===== src/rtl/parser_field_extract_pkg.sv =====
// Shared parser definitions: stream widths, tag bit positions and the rule format.
package parser_field_extract_pkg;

  localparam int HEAD_WIDTH       = 512;
  localparam int META_WIDTH       = 256;
  localparam int TAG_WIDTH        = 3;
  localparam int TAG_START        = 2;
  localparam int TAG_VALID        = 1;
  localparam int TAG_TAIL         = 0;
  localparam int HEAD_SHIFT_WIDTH = 6;
  localparam int META_SHIFT_WIDTH = 5;
  localparam int KEY_FILED_NUM    = 2;
  localparam int KEY_FIELD_WIDTH  = 32;

  localparam int RULE_NUM_DEFAULT    = 8;
  localparam int TYPE_OFFSET_DEFAULT = 12;
  localparam int OFF_WIDTH_DEFAULT   = $clog2(HEAD_WIDTH / 8);

  // Per-rule action; key_off[0] sits in the most significant position.
  typedef struct packed {
    logic [HEAD_SHIFT_WIDTH-1:0]                    head_shift;
    logic [META_SHIFT_WIDTH-1:0]                    meta_shift;
    logic [0:KEY_FILED_NUM-1][OFF_WIDTH_DEFAULT-1:0] key_off;
  } action_t;

  // Packed rule as written through the config port; valid is the MSB.
  typedef struct packed {
    logic        valid;
    logic [15:0] type_value;
    logic [15:0] type_mask;
    action_t     action;
  } rule_t;

endpackage


===== src/rtl/parser_rule_match.sv =====
// Rule table with a single write port and registered type-match vector.
module parser_rule_match
  import parser_field_extract_pkg::*;
#(
  parameter int RULE_NUM = RULE_NUM_DEFAULT
) (
  input  logic                        clk,
  input  logic                        rst_n,
  input  logic [15:0]                 type_field,
  input  logic                        wr_en,
  input  logic [$clog2(RULE_NUM)-1:0] wr_addr,
  input  rule_t                       wr_data,
  output logic [RULE_NUM-1:0]         hit,
  output action_t                     lookup_action [RULE_NUM]
);

  localparam int ADDR_WIDTH = $clog2(RULE_NUM);

  rule_t                 rule_tbl [RULE_NUM];
  logic [RULE_NUM-1:0]   hit_comb;
  logic                  shadow_en;
  logic [ADDR_WIDTH-1:0] shadow_addr;
  action_t               shadow_action;

  // Rule storage; reset clears every entry, so all rules come up invalid.
  always_ff @(posedge clk or negedge rst_n) begin
    if (!rst_n) begin
      for (int unsigned i = 0; i < RULE_NUM; i++) rule_tbl[i] <= '0;
    end else if (wr_en) begin
      rule_tbl[wr_addr] <= wr_data;
    end
  end

  // Masked compare of the slice type against every rule.
  always_comb begin
    hit_comb = '0;
    for (int unsigned i = 0; i < RULE_NUM; i++) begin
      hit_comb[i] = rule_tbl[i].valid &
                    (((type_field ^ rule_tbl[i].type_value) & rule_tbl[i].type_mask) == 16'h0000);
    end
  end

  // Match vector register feeding the priority encoder one cycle later.
  always_ff @(posedge clk or negedge rst_n) begin
    if (!rst_n) hit <= '0;
    else        hit <= hit_comb;
  end

  // Remember the pre-write action of the entry written in the lookup cycle.
  always_ff @(posedge clk or negedge rst_n) begin
    if (!rst_n) begin
      shadow_en     <= 1'b0;
      shadow_addr   <= '0;
      shadow_action <= '0;
    end else begin
      shadow_en     <= wr_en;
      shadow_addr   <= wr_addr;
      shadow_action <= rule_tbl[wr_addr].action;
    end
  end

  // Actions as they stood when the registered hit vector was formed: a write
  // in the lookup cycle has already landed, so that one entry is restored
  // from the shadow copy to keep hit and action from the same table version.
  always_comb begin
    for (int unsigned i = 0; i < RULE_NUM; i++) begin
      lookup_action[i] = rule_tbl[i].action;
      if (shadow_en && (shadow_addr == ADDR_WIDTH'(i))) lookup_action[i] = shadow_action;
    end
  end

endmodule


===== src/rtl/parser_field_extract.sv =====
// Type-based rule lookup and key-field extraction aligned to the 2-cycle head/meta delay.
module parser_field_extract
  import parser_field_extract_pkg::*;
#(
  parameter int RULE_NUM    = RULE_NUM_DEFAULT,
  parameter int TYPE_OFFSET = TYPE_OFFSET_DEFAULT,
  parameter int OFF_WIDTH   = OFF_WIDTH_DEFAULT
) (
  input  logic                                      i_clk,
  input  logic                                      i_rst_n,
  input  logic [HEAD_WIDTH+TAG_WIDTH-1:0]           i_head,
  input  logic [META_WIDTH+TAG_WIDTH-1:0]           i_meta,
  output logic [HEAD_WIDTH+TAG_WIDTH-1:0]           o_head,
  output logic [META_WIDTH+TAG_WIDTH-1:0]           o_meta,
  output logic [HEAD_SHIFT_WIDTH-1:0]               o_headShift,
  output logic [META_SHIFT_WIDTH-1:0]               o_metaShift,
  output logic [KEY_FILED_NUM*KEY_FIELD_WIDTH-1:0]  o_extField,
  input  logic                                      i_cfg_wren,
  input  logic [$clog2(RULE_NUM)-1:0]               i_cfg_addr,
  input  logic [$bits(rule_t)-1:0]                  i_cfg_wdata
);

  localparam int IDX_WIDTH = $clog2(RULE_NUM);
  localparam int PAD_WIDTH = HEAD_WIDTH + KEY_FIELD_WIDTH;

  logic [15:0]                             type_field;
  logic                                    lookup;
  logic [RULE_NUM-1:0]                     hit;
  action_t                                 lookup_action [RULE_NUM];
  logic [HEAD_WIDTH+TAG_WIDTH-1:0]         head_d1;
  logic [META_WIDTH+TAG_WIDTH-1:0]         meta_d1;
  logic                                    start_d1;
  logic                                    win_found;
  logic [IDX_WIDTH-1:0]                    win_idx;
  action_t                                 win_action;
  logic [OFF_WIDTH-1:0]                    off;
  logic [PAD_WIDTH-1:0]                    padded;
  logic [PAD_WIDTH-1:0]                    shifted;
  logic [KEY_FILED_NUM*KEY_FIELD_WIDTH-1:0] ext_next;

  // Byte 0 of the slice occupies the data MSBs; the type is big-endian.
  assign type_field = i_head[HEAD_WIDTH-1-8*TYPE_OFFSET -: 16];
  assign lookup     = i_head[HEAD_WIDTH+TAG_START] & i_head[HEAD_WIDTH+TAG_VALID];

  parser_rule_match #(
    .RULE_NUM (RULE_NUM)
  ) u_rule_match (
    .clk           (i_clk),
    .rst_n         (i_rst_n),
    .type_field    (type_field),
    .wr_en         (i_cfg_wren),
    .wr_addr       (i_cfg_addr),
    .wr_data       (rule_t'(i_cfg_wdata)),
    .hit           (hit),
    .lookup_action (lookup_action)
  );

  // Two-stage delay of head/meta plus the start marker for the lookup stage.
  always_ff @(posedge i_clk or negedge i_rst_n) begin
    if (!i_rst_n) begin
      head_d1  <= '0;
      meta_d1  <= '0;
      start_d1 <= 1'b0;
      o_head   <= '0;
      o_meta   <= '0;
    end else begin
      head_d1  <= i_head;
      meta_d1  <= i_meta;
      start_d1 <= lookup;
      o_head   <= head_d1;
      o_meta   <= meta_d1;
    end
  end

  // Lowest-index hit wins.
  always_comb begin
    win_found = 1'b0;
    win_idx   = '0;
    for (int unsigned i = 0; i < RULE_NUM; i++) begin
      if (hit[i] && !win_found) begin
        win_found = 1'b1;
        win_idx   = IDX_WIDTH'(i);
      end
    end
    win_action = lookup_action[win_idx];
  end

  // Key-field extraction from the registered slice; zero padding past the
  // slice end makes out-of-range bytes read as 0.
  always_comb begin
    ext_next = '0;
    off      = '0;
    padded   = {head_d1[HEAD_WIDTH-1:0], {KEY_FIELD_WIDTH{1'b0}}};
    shifted  = '0;
    for (int unsigned k = 0; k < KEY_FILED_NUM; k++) begin
      off     = OFF_WIDTH'(win_action.key_off[k]);
      shifted = padded << {off, 3'b000};
      ext_next[(KEY_FILED_NUM-1-k)*KEY_FIELD_WIDTH +: KEY_FIELD_WIDTH] =
        shifted[PAD_WIDTH-1 -: KEY_FIELD_WIDTH];
    end
  end

  // Control outputs update with the start slice on o_head and hold otherwise.
  always_ff @(posedge i_clk or negedge i_rst_n) begin
    if (!i_rst_n) begin
      o_headShift <= '0;
      o_metaShift <= '0;
      o_extField  <= '0;
    end else if (start_d1) begin
      if (win_found) begin
        o_headShift <= win_action.head_shift;
        o_metaShift <= win_action.meta_shift;
        o_extField  <= ext_next;
      end else begin
        o_headShift <= '0;
        o_metaShift <= '0;
        o_extField  <= '0;
      end
    end
  end

endmodule


===== config.mk =====
export PLATFORM = sky130hd
export DESIGN_NAME = parser_field_extract
export DESIGN_NICKNAME = d
export VERILOG_FILES = /design/src/rtl/parser_field_extract_pkg.sv /design/src/rtl/parser_rule_match.sv /design/src/rtl/parser_field_extract.sv
export SDC_FILE = /design/constraint.sdc
export NUM_CORES = 2
export LEC_CHECK = 0
export CAP_MARGIN = 30
export CORE_AREA = 2 2 660 662
export DETAILED_ROUTE_END_ITERATION = 16
export DIE_AREA = 0 0 662 664
export GPL_ROUTABILITY_DRIVEN = 0
export MAX_ROUTING_LAYER = met4
export SLEW_MARGIN = 30
export SYNTH_ARGS = -nofsm -noshare
export SYNTH_HDL_FRONTEND = slang
export SYNTH_HIERARCHICAL = 1
export SYNTH_SLANG_ARGS = --single-unit

===== constraint.sdc =====
create_clock -name i_clk -period 7.6 [get_ports i_clk]
set_input_delay 1.14 -clock i_clk [delete_from_list [all_inputs] [get_ports i_clk]]
set_output_delay 1.14 -clock i_clk [all_outputs]
set_load 0.005 [all_outputs]

==> results.toml <==
[timing]
hold_viol_final = 0
timing.setup.tns_ns = 0
holdWs_ns = 0.158
rsz0062_at_grt = "false"
finalSetupViolCount = 0
finalCriticalPeriod_ns = 6.86
skew_ns = 0.134
drv_slew = 0
slew_headroom_pct = 18.3
finalCritPeriodShare_pct = 90.2
worst_pin_slew_ns = 1.22
timing.fmax_ghz = 0.146

[critical_path]
path_depth = 11
cp_slowest_cell = "nor2_1"
path_cells = "nor4_4, nand2_1, buf_4, a221oi_1, a211o_1, nand3_1, nor2_1, nand2_1, o22ai_1, nor4_1, nand3_1"
required_ns = 8.50
reg2regPathDepth = 11
start_kind = "register"
r2r-start = "u_rule_match/hit[3]"
r2r_end = "o_extField[60]"
crit_arrival_ns = 7.76
worstSetupPathType = "reg -> reg"
cp_slowest_stage_delay_ns = 1.10
cp_num_buf_inv = 1
worstPathMaxFanout = 26
end_kind = "register"
critPathTopFamily = "simple AND/OR/NAND/NOR gates"
rrSetupSlack_ns = 0.74

[synthesis]
synthCells = 9146
ys_async_sr_fraction_pct = 100
synth.avg_cell_area_sq_um = 10.6
yosys_most_used_dff = "dfrtp_1"
ys_seq_area_share_pct = 54.3
synth.cell_area_sq_mm = 0.0971
synth_cell_types = 82
yosys_warnings = 6
syn_nets = 9982
ys_ff_latch = 2107
synth_edf_count = 0

[floorplanning]
start_util_pct = 22.4
coreArea_sq_mm = 0.433
rows = 242
die_y_microns = 664
die_area_sq_mm = 0.440
io_pins = 1685
fp.dieW_microns = 662

[cts]
cts_root_buffer = "clkbuf_16"
post_cts_buffers = 0
clockBufferDepth = 4
path_clk_slew_ns = 0.08
clk_latency_ns = 1.03
cts_buffers = 237
ctsResizeCount = 0
cts_tree = "built"
clock_sinks = 2107
htree_levels = 4
cts_hold_buf = 0

[drt]
drcViolationCount = 0
wirelength_microns = 567000
wl_per_cell_microns = 33.9
vias = 86000
drt_iter0_markers = 13500
vias_per_cell = 5.14
ant_nets = 0
firstDrtPassIters = 13

[job]
cap_violations = 0

[power_and_ir_drop]
leakage_uw = 0.0551
peakVddDrop_uv = 327
power_uw = 47600
power_density_mw_per_mm2 = 369

[layout]
multi_input_area_sq_mm = 0.0413
fillers = 44400
mostFrequentLayoutCell = "nand2_1"
regArea_sq_mm = 0.0527
area_growth_pct = 33.0
drive_above_1_share_pct = 13.1
fin_cells = 16700
layout_common_cells = "nand2_1 (2136), dfrtp_1 (2106), clkdlybuf4s50_1 (1680)"
num-nets-final = 11500

[worst_hold_path]
hold_class = "in -> async"

[global_routing]
gr-total-overflow = 0
grt_max_degree = 175
grt_pass1_wl_microns = 744000
antenna_found_initial = 176
grt_pass1_vias = 81800
track_usage_pct = 25.5

[outcome]
status = "finished, final reports clean"

[placed_design]
dpl.hpwl_microns = 438000
port_buffers = 1684
dp.cells = 16200
state kept, by name (all words and copies together) (netlist names):
signal,count
o_headShift,6
u_rule_match/rule_tbl,448
start_d1,1
o_metaShift,5
head_d1,515
o_head,515
u_rule_match/shadow_action,23
meta_d1,259
u_rule_match/shadow_en,1
o_extField,64
u_rule_match/hit,8
u_rule_match/shadow_addr,3
o_meta,259
cells in the mapped netlist, drive strengths merged (71+ instances only):
| cell | number | area share [%] |
|---|---|---|
| nand2 | 2141 | 8.3 |
| dfrtp | 2107 | 54 |
| nand3 | 915 | 4.7 |
| mux2i | 911 | 9.4 |
| mux2 | 687 | 8.1 |
| buf | 474 | 2.6 |
| a21oi | 287 | 1.5 |
| clkbuf | 201 | 0.78 |
| nor2 | 188 | 0.74 |
| xor2 | 128 | 1.2 |
| o21ai | 127 | 0.65 |
| o211ai | 110 | 0.85 |
| and3 | 74 | 0.48 |
| a311oi | 71 | 0.64 |
layout make-up:
| type | instances | area share [%] |
|---|---|---|
| Multi-Input combinational cell | 6348 | 32.0 |
| Inverter | 16 | 0.0465 |
| Clock buffer | 317 | 5.18 |
| Tap cell | 5734 | 5.56 |
| Antenna cell | 148 | 0.287 |
| Timing Repair Buffer | 1950 | 15.1 |
| Clock inverter | 110 | 0.952 |
| Sequential cell | 2107 | 40.8 |
cells by family (layout without fill, tap and decap cells):
group                  Yosys count  count (layout)  share of synthesized area (%)
XOR/XNOR                       128             128                           1.15
multiplexers                  1611            1611                           17.8
AND/OR/NAND/NOR               3483            3483                           15.3
flip-flops                    2107            2107                           54.3
buffers and inverters          691            2393                           3.40
other                            0             148                              0
AO/OA/AOI/OAI                 1126            1126                           8.01
per-layer routing:
layer / track usage, % / share of wire [%]
met2: 40.6 / 47
met1: 27.5 / 34
met3: 9.10 / 12
met5: - / 0
met4: 14.7 / 7.5
metrics by stage:
stage | setup slack (ns) | instance area, sq um | util [%]
2_1_floorplan | 3.82 | 97100 | -
3_3_place_gp | 1.19 | 121000 | 27.9
3_5_place_dp | 1.33 | 121000 | 27.9
4_1_cts | 1.26 | 129000 | 29.7
5_1_grt | 0.814 | 129000 | 29.8
6_report | 0.744 | 129000 | 29.8
worst max-delay path by stage:
stage	to	slack, ns	start
after detailed placement	o_extField[60]	1.33	u_rule_match/hit[3]
after global routing	o_extField[60]	0.81	u_rule_match/hit[3]
final	o_extField[60]	0.74	u_rule_match/hit[3]
after global placement	o_extField[21]	1.19	u_rule_match/shadow_addr[0]
after floorplan	o_extField[45]	3.82	u_rule_match/shadow_addr[0]
after CTS	o_extField[60]	1.26	u_rule_match/hit[3]
power by group:
group	switching (uW)	internal, uW
clock network	5150	6690
logic	14100	7650
registers	1620	12300
No activity file was read; power rests on OpenSTA's default activity.
